`config.mk`:
```
export PLATFORM = sky130hd
export DESIGN_NAME = constraint_sample_sequencer
export DESIGN_NICKNAME = d
export VERILOG_FILES = /design/src/rtl/constraint_sample_sequencer.sv
export SDC_FILE = /design/constraint.sdc
export NUM_CORES = 1
export LEC_CHECK = 0
export ABC_AREA = 1
export BUFFER_PORTS_ARGS = -buffer_cell sky130_fd_sc_hd__buf_4
export CAP_MARGIN = 10
export CORE_MARGIN = 2
export CORE_UTILIZATION = 53
export CTS_CLUSTER_DIAMETER = 150
export DETAILED_ROUTE_END_ITERATION = 7
export GPL_TIMING_DRIVEN = 0
export PLACE_DENSITY = 0.9
export SYNTH_ARGS = -nofsm -noshare
export SYNTH_HDL_FRONTEND = slang
export SYNTH_SLANG_ARGS = --single-unit
```
`constraint.sdc`:
```
create_clock -name clk -period 9 [get_ports clk]
set_input_delay 1.35 -clock clk [delete_from_list [all_inputs] [get_ports clk]]
set_output_delay 1.35 -clock clk [all_outputs]
set_load 0.005 [all_outputs]
```
`src/rtl/constraint_sample_sequencer.sv`:
```
`timescale 1ns/1ps
// constraint_sample_sequencer
// Generates xorshift32 candidate vectors and presents them to an external
// combinational constraint checker. Candidates that pass are offered over a
// valid/ready handshake. Each run delivers num_samples samples, or aborts
// with a sticky timeout once one sample has failed MAX_TRIES times.
//
// Ports
//   clk, rst     : clock, asynchronous active-high reset
//   start        : run request (ignored while busy, including the DONE cycle)
//   seed         : generator seed, captured on an accepted start (0 -> 1)
//   num_samples  : samples to deliver, captured on an accepted start
//   cand         : candidate vector driven to the checker
//   chk_ok       : checker verdict for cand
//   smp_valid    : sample offered
//   smp_ready    : consumer accepts the offered sample
//   smp_data     : offered sample
//   busy         : high in every state other than IDLE
//   done         : one-cycle end-of-run pulse
//   timeout      : sticky abort flag, cleared by the next accepted start
//   tries        : failed attempts for the current sample
//   accepted     : samples handed off in the current run
module constraint_sample_sequencer #(
  parameter int unsigned VEC_W     = 64,
  parameter int unsigned CHK_LAT   = 1,
  parameter int unsigned MAX_TRIES = 1024,
  parameter int unsigned CNT_W     = 16
) (
  input  logic             clk,
  input  logic             rst,
  input  logic             start,
  input  logic [31:0]      seed,
  input  logic [CNT_W-1:0] num_samples,
  output logic [VEC_W-1:0] cand,
  input  logic             chk_ok,
  output logic             smp_valid,
  input  logic             smp_ready,
  output logic [VEC_W-1:0] smp_data,
  output logic             busy,
  output logic             done,
  output logic             timeout,
  output logic [CNT_W-1:0] tries,
  output logic [CNT_W-1:0] accepted
);

  localparam int unsigned W       = (VEC_W + 31) / 32;
  localparam int unsigned FILL_CW = (W > 1) ? $clog2(W) : 1;
  localparam int unsigned CHK_CW  = (CHK_LAT > 1) ? $clog2(CHK_LAT) : 1;

  localparam logic [FILL_CW-1:0] FILL_LAST   = FILL_CW'(W - 1);
  localparam logic [CHK_CW-1:0]  CHK_LAST    = CHK_CW'(CHK_LAT - 1);
  localparam logic [CNT_W-1:0]   TRIES_LIMIT = CNT_W'(MAX_TRIES);

  typedef enum logic [2:0] {
    S_IDLE,
    S_FILL,
    S_CHECK,
    S_OFFER,
    S_DONE
  } state_t;

  state_t             state;
  logic [31:0]        gen;
  logic [CNT_W-1:0]   num_q;
  logic [FILL_CW-1:0] fill_cnt;
  logic [CHK_CW-1:0]  chk_cnt;

  logic [31:0]        step;
  logic [31:0]        seed_load;
  logic [VEC_W-1:0]   cand_shift;
  logic [CNT_W-1:0]   tries_inc;
  logic [CNT_W-1:0]   acc_inc;

  // One xorshift32 step (13, 17, 5).
  function automatic logic [31:0] xs32(input logic [31:0] s);
    logic [31:0] t;
    t = s ^ (s << 13);
    t = t ^ (t >> 17);
    t = t ^ (t << 5);
    return t;
  endfunction

  assign step      = xs32(gen);
  // An all-zero state would lock the generator at zero.
  assign seed_load = (seed == 32'd0) ? 32'h1 : seed;

  // Shift the new word in at the bottom so the first word ends up on top.
  generate
    if (VEC_W > 32) begin : g_wide
      assign cand_shift = {cand[VEC_W-33:0], step};
    end else begin : g_narrow
      assign cand_shift = step;
    end
  endgenerate

  // Saturating increments.
  assign tries_inc = (&tries)    ? tries    : tries    + CNT_W'(1);
  assign acc_inc   = (&accepted) ? accepted : accepted + CNT_W'(1);

  // Sequencer FSM with registered outputs.
  always_ff @(posedge clk or posedge rst) begin
    if (rst) begin
      state     <= S_IDLE;
      gen       <= 32'h1;
      num_q     <= '0;
      fill_cnt  <= '0;
      chk_cnt   <= '0;
      cand      <= '0;
      smp_data  <= '0;
      smp_valid <= 1'b0;
      busy      <= 1'b0;
      done      <= 1'b0;
      timeout   <= 1'b0;
      tries     <= '0;
      accepted  <= '0;
    end else begin
      done <= 1'b0;
      case (state)
        S_IDLE: begin
          if (start) begin
            timeout  <= 1'b0;
            tries    <= '0;
            accepted <= '0;
            gen      <= seed_load;
            num_q    <= num_samples;
            busy     <= 1'b1;
            fill_cnt <= '0;
            if (num_samples == '0) begin
              done  <= 1'b1;
              state <= S_DONE;
            end else begin
              state <= S_FILL;
            end
          end
        end

        S_FILL: begin
          gen  <= step;
          cand <= cand_shift;
          if (fill_cnt == FILL_LAST) begin
            fill_cnt <= '0;
            chk_cnt  <= '0;
            state    <= S_CHECK;
          end else begin
            fill_cnt <= fill_cnt + FILL_CW'(1);
          end
        end

        // cand is held here; the verdict is taken on the last cycle only.
        S_CHECK: begin
          if (chk_cnt == CHK_LAST) begin
            if (chk_ok) begin
              smp_data  <= cand;
              smp_valid <= 1'b1;
              state     <= S_OFFER;
            end else begin
              tries <= tries_inc;
              if (tries_inc == TRIES_LIMIT) begin
                timeout <= 1'b1;
                done    <= 1'b1;
                state   <= S_DONE;
              end else begin
                fill_cnt <= '0;
                state    <= S_FILL;
              end
            end
          end else begin
            chk_cnt <= chk_cnt + CHK_CW'(1);
          end
        end

        S_OFFER: begin
          if (smp_ready) begin
            smp_valid <= 1'b0;
            accepted  <= acc_inc;
            tries     <= '0;
            if (acc_inc == num_q) begin
              done  <= 1'b1;
              state <= S_DONE;
            end else begin
              fill_cnt <= '0;
              state    <= S_FILL;
            end
          end
        end

        S_DONE: begin
          busy  <= 1'b0;
          state <= S_IDLE;
        end

        default: begin
          busy  <= 1'b0;
          state <= S_IDLE;
        end
      endcase
    end
  end

endmodule

```
==> results by group, run 1 <==
Floorplanning
  – Die X: 144 um
  – Die height: around 140 um
  – Core Area: slightly below 20,000 um2
  – Die ar.: a little over 20,000 um2
  – Starting density of the core: a little over half
  – Rows: just over 50
  – I/O pins: 217

Setup path
  – Reg-to-reg critical path startpoint: state[2]$_DFFE_PP0P_
  – RR Endpoint: gen[22]$_DFFE_PP0P_
  – Critical Path End Type: flip-flop
  – Crit path buf inv count: 4
  – CP startpoint kind: input pin
  – Crit path max-delay family: simple AND/OR/NAND/NOR gates
  – Critical Path Fanout Max: 10
  – Worst Path Required: 9390 ps
  – Ordered cell list for the critical path: buf_4 > inv_1 > nor2_1 > nor2_1 > inv_1 > clkbuf_1 > nand3_1 > o21a_1
  – R2R cell count: 8
  – CP max stage delay: roughly 430 ps
  – Critical path class: input pin to flip-flop
  – Crit path DAT: 3120 ps
  – CP max-delay cell: clkbuf_1
  – FF-to-FF setup slack: approximately 6400 ps

CTS
  – TritonCTS clock tree: yes
  – CTS Buffer Depth: 3
  – Reg clk slew, reported paths: approximately 60 ps
  – CTS H-tree lvls: 1
  – Setup bufs post-CTS: 0
  – Total CTS buffers: 23
  – Clk sinks: 216
  – Clock root buffer: clkbuf_16
  – Clk_lat worst skew: slightly above 500 ps
  – PostCTS Resize Cnt: 0
  – Hold-fix buffers at CTS: 0

Timing
  – Final hold viol count: 0
  – Worst Tran Pin Value: around 800 ps
  – Max Fclk: 366 MHz
  – RSZ-0062 raised after global routing: no
  – Period utilization: slightly above 30%
  – Final setup vio count: 0
  – Slew Limit Fails: 0
  – Hold_ws: 471 ps
  – Fin crit period: ~2700 ps
  – Clock skew: between 10 and 15 ps
  – Max-slew headroom: 46.7%

Global route
  – Overflow after GRT: 0
  – Largest net degree at the start of global routing: between 100 and 150
  – Global Route Usage Sum: between 30% and 40%
  – First-pass GRT wire length: a little over 50,000 um
  – Antenna violations before repair: 0
  – Number of global-route vias before repair: roughly 9,700

Cells and area
  – Layout cell share with drive strength beyond 1: between 10% and 20%
  – Fin area: 13,100 um2
  – Synth-to-Final Area Change: 27.3%
  – Antenna fix cells: 0
  – Commonest non-fill, non-tap cell in the layout: nand2_1
  – Layout net count: approximately 1,600
  – Commonest non-fill, non-tap cells in the layout: 393 x nand2_1, 217 x buf_4, 215 x dfrtp_1

Drt
  – Drt initial violations: approximately 930
  – Via count: 9,912
  – Drt first pass iters: 6
  – DRC violations left: 0
  – Detailed Route WL: ~32,000 um
  – Drt wl/cell: approximately 18 um
  – Via/cell ratio: 5.54
  – Routed Antenna Nets: 0

Synth
  – Synthesized area: between 10,000 and 15,000 um2
  – EDFF count, synth: 0
  – Cell variety after synth: 35
  – Syn_nets: 1,322
  – Synth Warn #: 0
  – Syn Inst Count: 1,267
  – Synth Area per Inst: roughly 8.1 um2
  – Main flop type after synthesis: dfrtp_1
  – Ys async rst share: between 90% and 100%
  – Seq/Total Area, Yosys: roughly 52%
  – Synth Register Bits: between 200 and 250

Job
  – Max-cap violations: 0

Place
  – Port Buffers: 216
  – Placer congestion estimate: around 1
  – Placed Instance Area: around 12,000 um2
  – HPWL Detailed: around 24,000 um

Outcome
  – Status: completed

Hold path
  – Hold depth: 2
  – WHS Endpoint: fill_cnt$_DFFE_PP0P_
  – Hold_sp: fill_cnt$_DFFE_PP0P_
  – Class of the worst hold path: flip-flop to flip-flop

Pwr
  – Worst vdd ir: about 0.25 mV
  – Static Leak: approximately 6.6 nW
  – Pwr Total: between 4 and 5 mW
  – Pwr dens: 381 nW/um2
==> cells in the mapped netlist (2+ instances only) <==
| master | number | area share, % |
|---|---|---|
| a2bb2oi_1 | 9 | 0.76 |
| clkinv_1 | 2 | 0.073 |
| a21oi_1 | 24 | 1.2 |
| or2_2 | 4 | 0.24 |
| xor2_1 | 31 | 2.6 |
| inv_2 | 2 | 0.073 |
| o21ai_0 | 161 | 7.8 |
| nand2_1 | 393 | 14 |
| clkbuf_1 | 37 | 1.3 |
| nand2_2 | 6 | 0.36 |
| o22ai_1 | 20 | 1.2 |
| ha_1 | 2 | 0.24 |
| nand3_2 | 3 | 0.29 |
| xnor2_1 | 20 | 1.7 |
| dfrtp_1 | 215 | 52 |
| buf_2 | 2 | 0.097 |
| nor3_1 | 7 | 0.34 |
| buf_1 | 3 | 0.11 |
| o21a_1 | 6 | 0.44 |
| inv_1 | 119 | 4.3 |
| nand3_1 | 76 | 3.7 |
| nor2_4 | 3 | 0.33 |
| nor2_1 | 63 | 2.3 |
| and3_1 | 2 | 0.12 |
| buf_6 | 2 | 0.22 |
| nand4_1 | 27 | 1.6 |
| nor4_1 | 13 | 0.79 |
| nor2_2 | 8 | 0.49 |
==> metrics by stage <==
| stage | utilization [%] | cells | TNS, ps | setup WS [ps] |
|---|---|---|---|---|
| global route | 68.1 | 1789 | 0 | 6200 |
| finish | 68.1 | 1789 | 0 | 6270 |
| floorplan | - | 1267 | 0 | 1740 |
| CTS | 68.1 | 1789 | 0 | 6340 |
| detailed placement | 63.8 | 1749 | 0 | 5840 |
| global placement | 63.7 | 1748 | -111200 | -532 |
==> tightest hold or removal path, cell delays in order (launching register included) <==
cell and delay, ps:
dfrtp_1 340, nand2_1 50, nand2_1 50
==> worst max path at each step <==
stage | startpoint | to | slack, ps | depth (start not counted)
after floorplan | rst | accepted[0]$_DFFE_PP0P_ | 1740 | 1
after global placement | rst | smp_data[32]$_DFFE_PP0P_ | -530 | 2
after detailed placement | chk_ok | smp_data[53]$_DFFE_PP0P_ | 5840 | 7
after CTS | start | gen[22]$_DFFE_PP0P_ | 6340 | 8
after global routing | accepted[1]$_DFFE_PP0P_ | state[0]$_DFFE_PP0P_ | 6200 | 16
final | start | gen[22]$_DFFE_PP0P_ | 6270 | 8
==> routing by layer <==
layer	vias to the layer above	part of all wire [%]	GRT usage, %
li1	4624	-	-
met1	4724	40	41.7
met2	480	47	50.8
met3	84	9.1	5.90
met4	0	3.8	11.0
met5	-	0	0
==> area by class of cell <==
| type | count | area, um2 |
|---|---|---|
| Buffer | 45 | 190 |
| Clock buffer | 29 | 638 |
| Clock inverter | 11 | 186 |
| Fill cell | 1505 | 6140 |
| Inverter | 123 | 469 |
| Multi-Input combinational cell | 883 | 4260 |
| Sequential cell | 216 | 5410 |
| Tap cell | 265 | 332 |
| Timing Repair Buffer | 217 | 1650 |
==> state kept, by name, indices dropped and copies added (netlist names) <==
name / flops
cand: 64
accepted: 16
done: 1
gen: 32
timeout: 1
tries: 16
state: 3
smp_valid: 1
busy: 1
num_q: 16
smp_data: 64
fill_cnt: 1
==> report_power, final <==
group          switching [mW]  leakage [nW]  internal, mW
Clock                   0.395         0.406         0.644
Sequential              0.314          2.74          1.39
Combinational            1.37          3.44         0.890
Total                    2.08          6.58          2.92
==> cell families (layout without fill, tap and decap cells) <==
logic type      Yosys count  after routing  share of synthesized area (%)
compound gates          225            225                           11.8
xor+xnor                 51             51                           4.33
fa+ha+maj                 2              2                          0.243
buf+inv                 168            425                           6.32
flops                   216            216                           52.4
simple gates            605            605                           24.9
Note: power is estimated with default switching activity, not from simulation.
==> inputs of run 2 (changes only) <==
--- a/config.mk
+++ b/config.mk
@@ -9,11 +9,11 @@
 export BUFFER_PORTS_ARGS = -buffer_cell sky130_fd_sc_hd__buf_4
 export CAP_MARGIN = 10
 export CORE_MARGIN = 2
-export CORE_UTILIZATION = 53
+export CORE_UTILIZATION = 50
 export CTS_CLUSTER_DIAMETER = 150
 export DETAILED_ROUTE_END_ITERATION = 7
 export GPL_TIMING_DRIVEN = 0
-export PLACE_DENSITY = 0.9
+export PLACE_DENSITY = 0.89
 export SYNTH_ARGS = -nofsm -noshare
 export SYNTH_HDL_FRONTEND = slang
 export SYNTH_SLANG_ARGS = --single-unit
==> constraint.sdc (replaced) <==
create_clock -name clk -period 2.3 [get_ports clk]
set_input_delay 0.345 -clock clk [delete_from_list [all_inputs] [get_ports clk]]
set_output_delay 0.345 -clock clk [all_outputs]
set_load 0.005 [all_outputs]
==> results by group, run 2 (synthesis results as in run 1) <==
Setup path
  – CP max stage delay: approximately 420 ps
  – Crit-path most repeated cell: nand2_1
  – Worst Path Required: 2700 ps
  – Crit path DAT: 2650 ps
  – Crit path max-delay family: simple AND/OR/NAND/NOR gates
  – Critical path class: flip-flop to flip-flop
  – CP max-delay cell: dfrtp_2
  – CP startpoint kind: flip-flop
  – Critical Path End Type: flip-flop
  – Crit path buf inv count: 2
  – Critical Path Fanout Max: 10
  – Ordered cell list for the critical path: nand2_1 > nor2_4 > nand2_2 > nor2_4 > inv_2 > buf_6 > nand3_2 > nand2_1 > nor2_4 > nand3_2 > nor2_4 > nand3_1 > nand2_1 > nand2_1 > nand2_1 > nand2_1

Drt
  – DRC violations left: 0
  – Drt first pass iters: 5
  – Drt initial violations: 1,010
  – Via/cell ratio: around 5.6
  – Via count: between 10,000 and 15,000
  – Drt wl/cell: about 18 um
  – Detailed Route WL: 33,900 um
  – Routed Antenna Nets: 0

CTS
  – Total CTS buffers: 24
  – CTS Buffer Depth: 3
  – Clock root buffer: clkbuf_16
  – Clk sinks: ~220
  – CTS H-tree lvls: 1
  – Clk_lat worst skew: between 500 and 600 ps
  – TritonCTS clock tree: yes
  – Reg clk slew, reported paths: ~60 ps

Place
  – HPWL Detailed: between 20,000 and 25,000 um
  – Port Buffers: between 200 and 250
  – Placer congestion estimate: ~0.96

Global route
  – First-pass GRT wire length: 52,100 um
  – Met3 Track Usage GR: approximately 6%
  – Global Route Usage Sum: ~30%
  – Gr busiest metal: met2
  – M2 GR Usage: 50.2%
  – Number of global-route vias before repair: 10,000
  – Met1 GRT Util: approximately two fifths
  – Overflow after GRT: 0
  – Antenna violations before repair: 0
  – Largest net degree at the start of global routing: 42

Cells and area
  – Commonest non-fill, non-tap cell in the layout: nand2_1
  – Layout cell share with drive strength beyond 1: roughly 25%
  – Synth-to-Final Area Change: 32.4%
  – Layout net count: 1,602
  – Top Registers: cand x64, smp_data x64, gen x32
  – Antenna fix cells: 0
  – Commonest non-fill, non-tap cells in the layout: 386 x nand2_1, 246 x buf_4, 203 x dfrtp_1

Pwr
  – Static Leak: 6.82 nW
  – Pwr dens: 1440 nW/um2
  – Pwr Total: 19.6 mW
  – Worst vdd ir: just over 1 mV

Timing
  – Max-slew headroom: between 50% and 60%
  – Fin crit period: ~2300 ps
  – Final hold viol count: 0
  – Worst Tran Pin Value: ~710 ps
  – Slew Limit Fails: 0
  – Final setup vio count: 0
  – Max Fclk: 444 MHz
  – Fin Setup TNS: 0 ps
  – RSZ-0062 raised after global routing: yes
  – Clock skew: roughly 29 ps
  – Period utilization: 97.9%

Hold path
  – Class of the worst hold path: input pin to flip-flop

Floorplanning
  – Starting density of the core: about half
  – Core Area: about 20,000 um2
  – Die ar.: 21,800 um2
  – Die height: 148 um
  – Die X: 148 um
  – Rows: 52
  – I/O pins: ~220

Outcome
  – Status: completed

Job
  – Max-cap violations: 0
run 2: final cells by class:
type                            instances  area [um2]
Fill cell                            1620        6580
Sequential cell                       216        5420
Multi-Input combinational cell        883        4440
Timing Repair Buffer                  254        1980
Clock buffer                           32         671
Inverter                              123         473
Tap cell                              270         338
Buffer                                 45         211
Clock inverter                          9         123
run 2: worst paths after layout:
path                                                from                  endpoint  slack [ps]  cells after the start
min in group asynchronous                            rst  smp_data[41]$_DFFE_PP0P_         330                      3
max in group asynchronous                            rst      cand[49]$_DFFE_PP0P_         740                      7
worst max-delay path            accepted[11]$_DFFE_PP0P_      state[0]$_DFFE_PP0P_          50                     16
worst max register to register  accepted[11]$_DFFE_PP0P_      state[0]$_DFFE_PP0P_          50                     16
worst min-delay path                      num_samples[3]      num_q[3]$_DFFE_PP0P_          40                      3
worst min register to register  smp_data[42]$_DFFE_PP0P_  smp_data[42]$_DFFE_PP0P_         490                      2
run 2: timing repair:
item	CTS	global route
pin swaps	1	19
gates cloned	0	1
endpoints found under the hold margin	9	0
buffers inserted	1	29
endpoints found under the setup margin	54	62
hold buffers	1	0
resized for setup	20	66
run 2: where the power goes:
part	total (mW)	internal, mW	switching [mW]
clock network	3.88	2.28	1.60
registers	6.65	5.43	1.22
logic	9.09	3.63	5.45
run 2: per-stage QoR:
stage | instances | hold WS [ps] | setup slack, ps | utilization (%) | cell area, um2
final | 1832 | 39.4 | 48.6 | 67.5 | 13700
after global placement | 1753 | 458 | -2110 | 60.7 | 12300
after detailed placement | 1759 | 321 | -121 | 61.3 | 12400
after floorplan | 1267 | 442 | -856 | - | 10300
after global routing | 1832 | 61.0 | -152 | 67.5 | 13700
after CTS | 1802 | 24.8 | 4.94 | 65.6 | 13300
run 2: tightest hold or removal path: stages:
cell,delay (ps)
buf_4,80
nand2_1,50
o21ai_0,60
run 2: routing by layer:
| metal | routed length (um) | part of all wire, % |
|---|---|---|
| met1 | 13600 | 40 |
| met2 | 16400 | 48 |
| met3 | 2590 | 7.7 |
| met4 | 1300 | 3.8 |
| met5 | 0 | 0 |
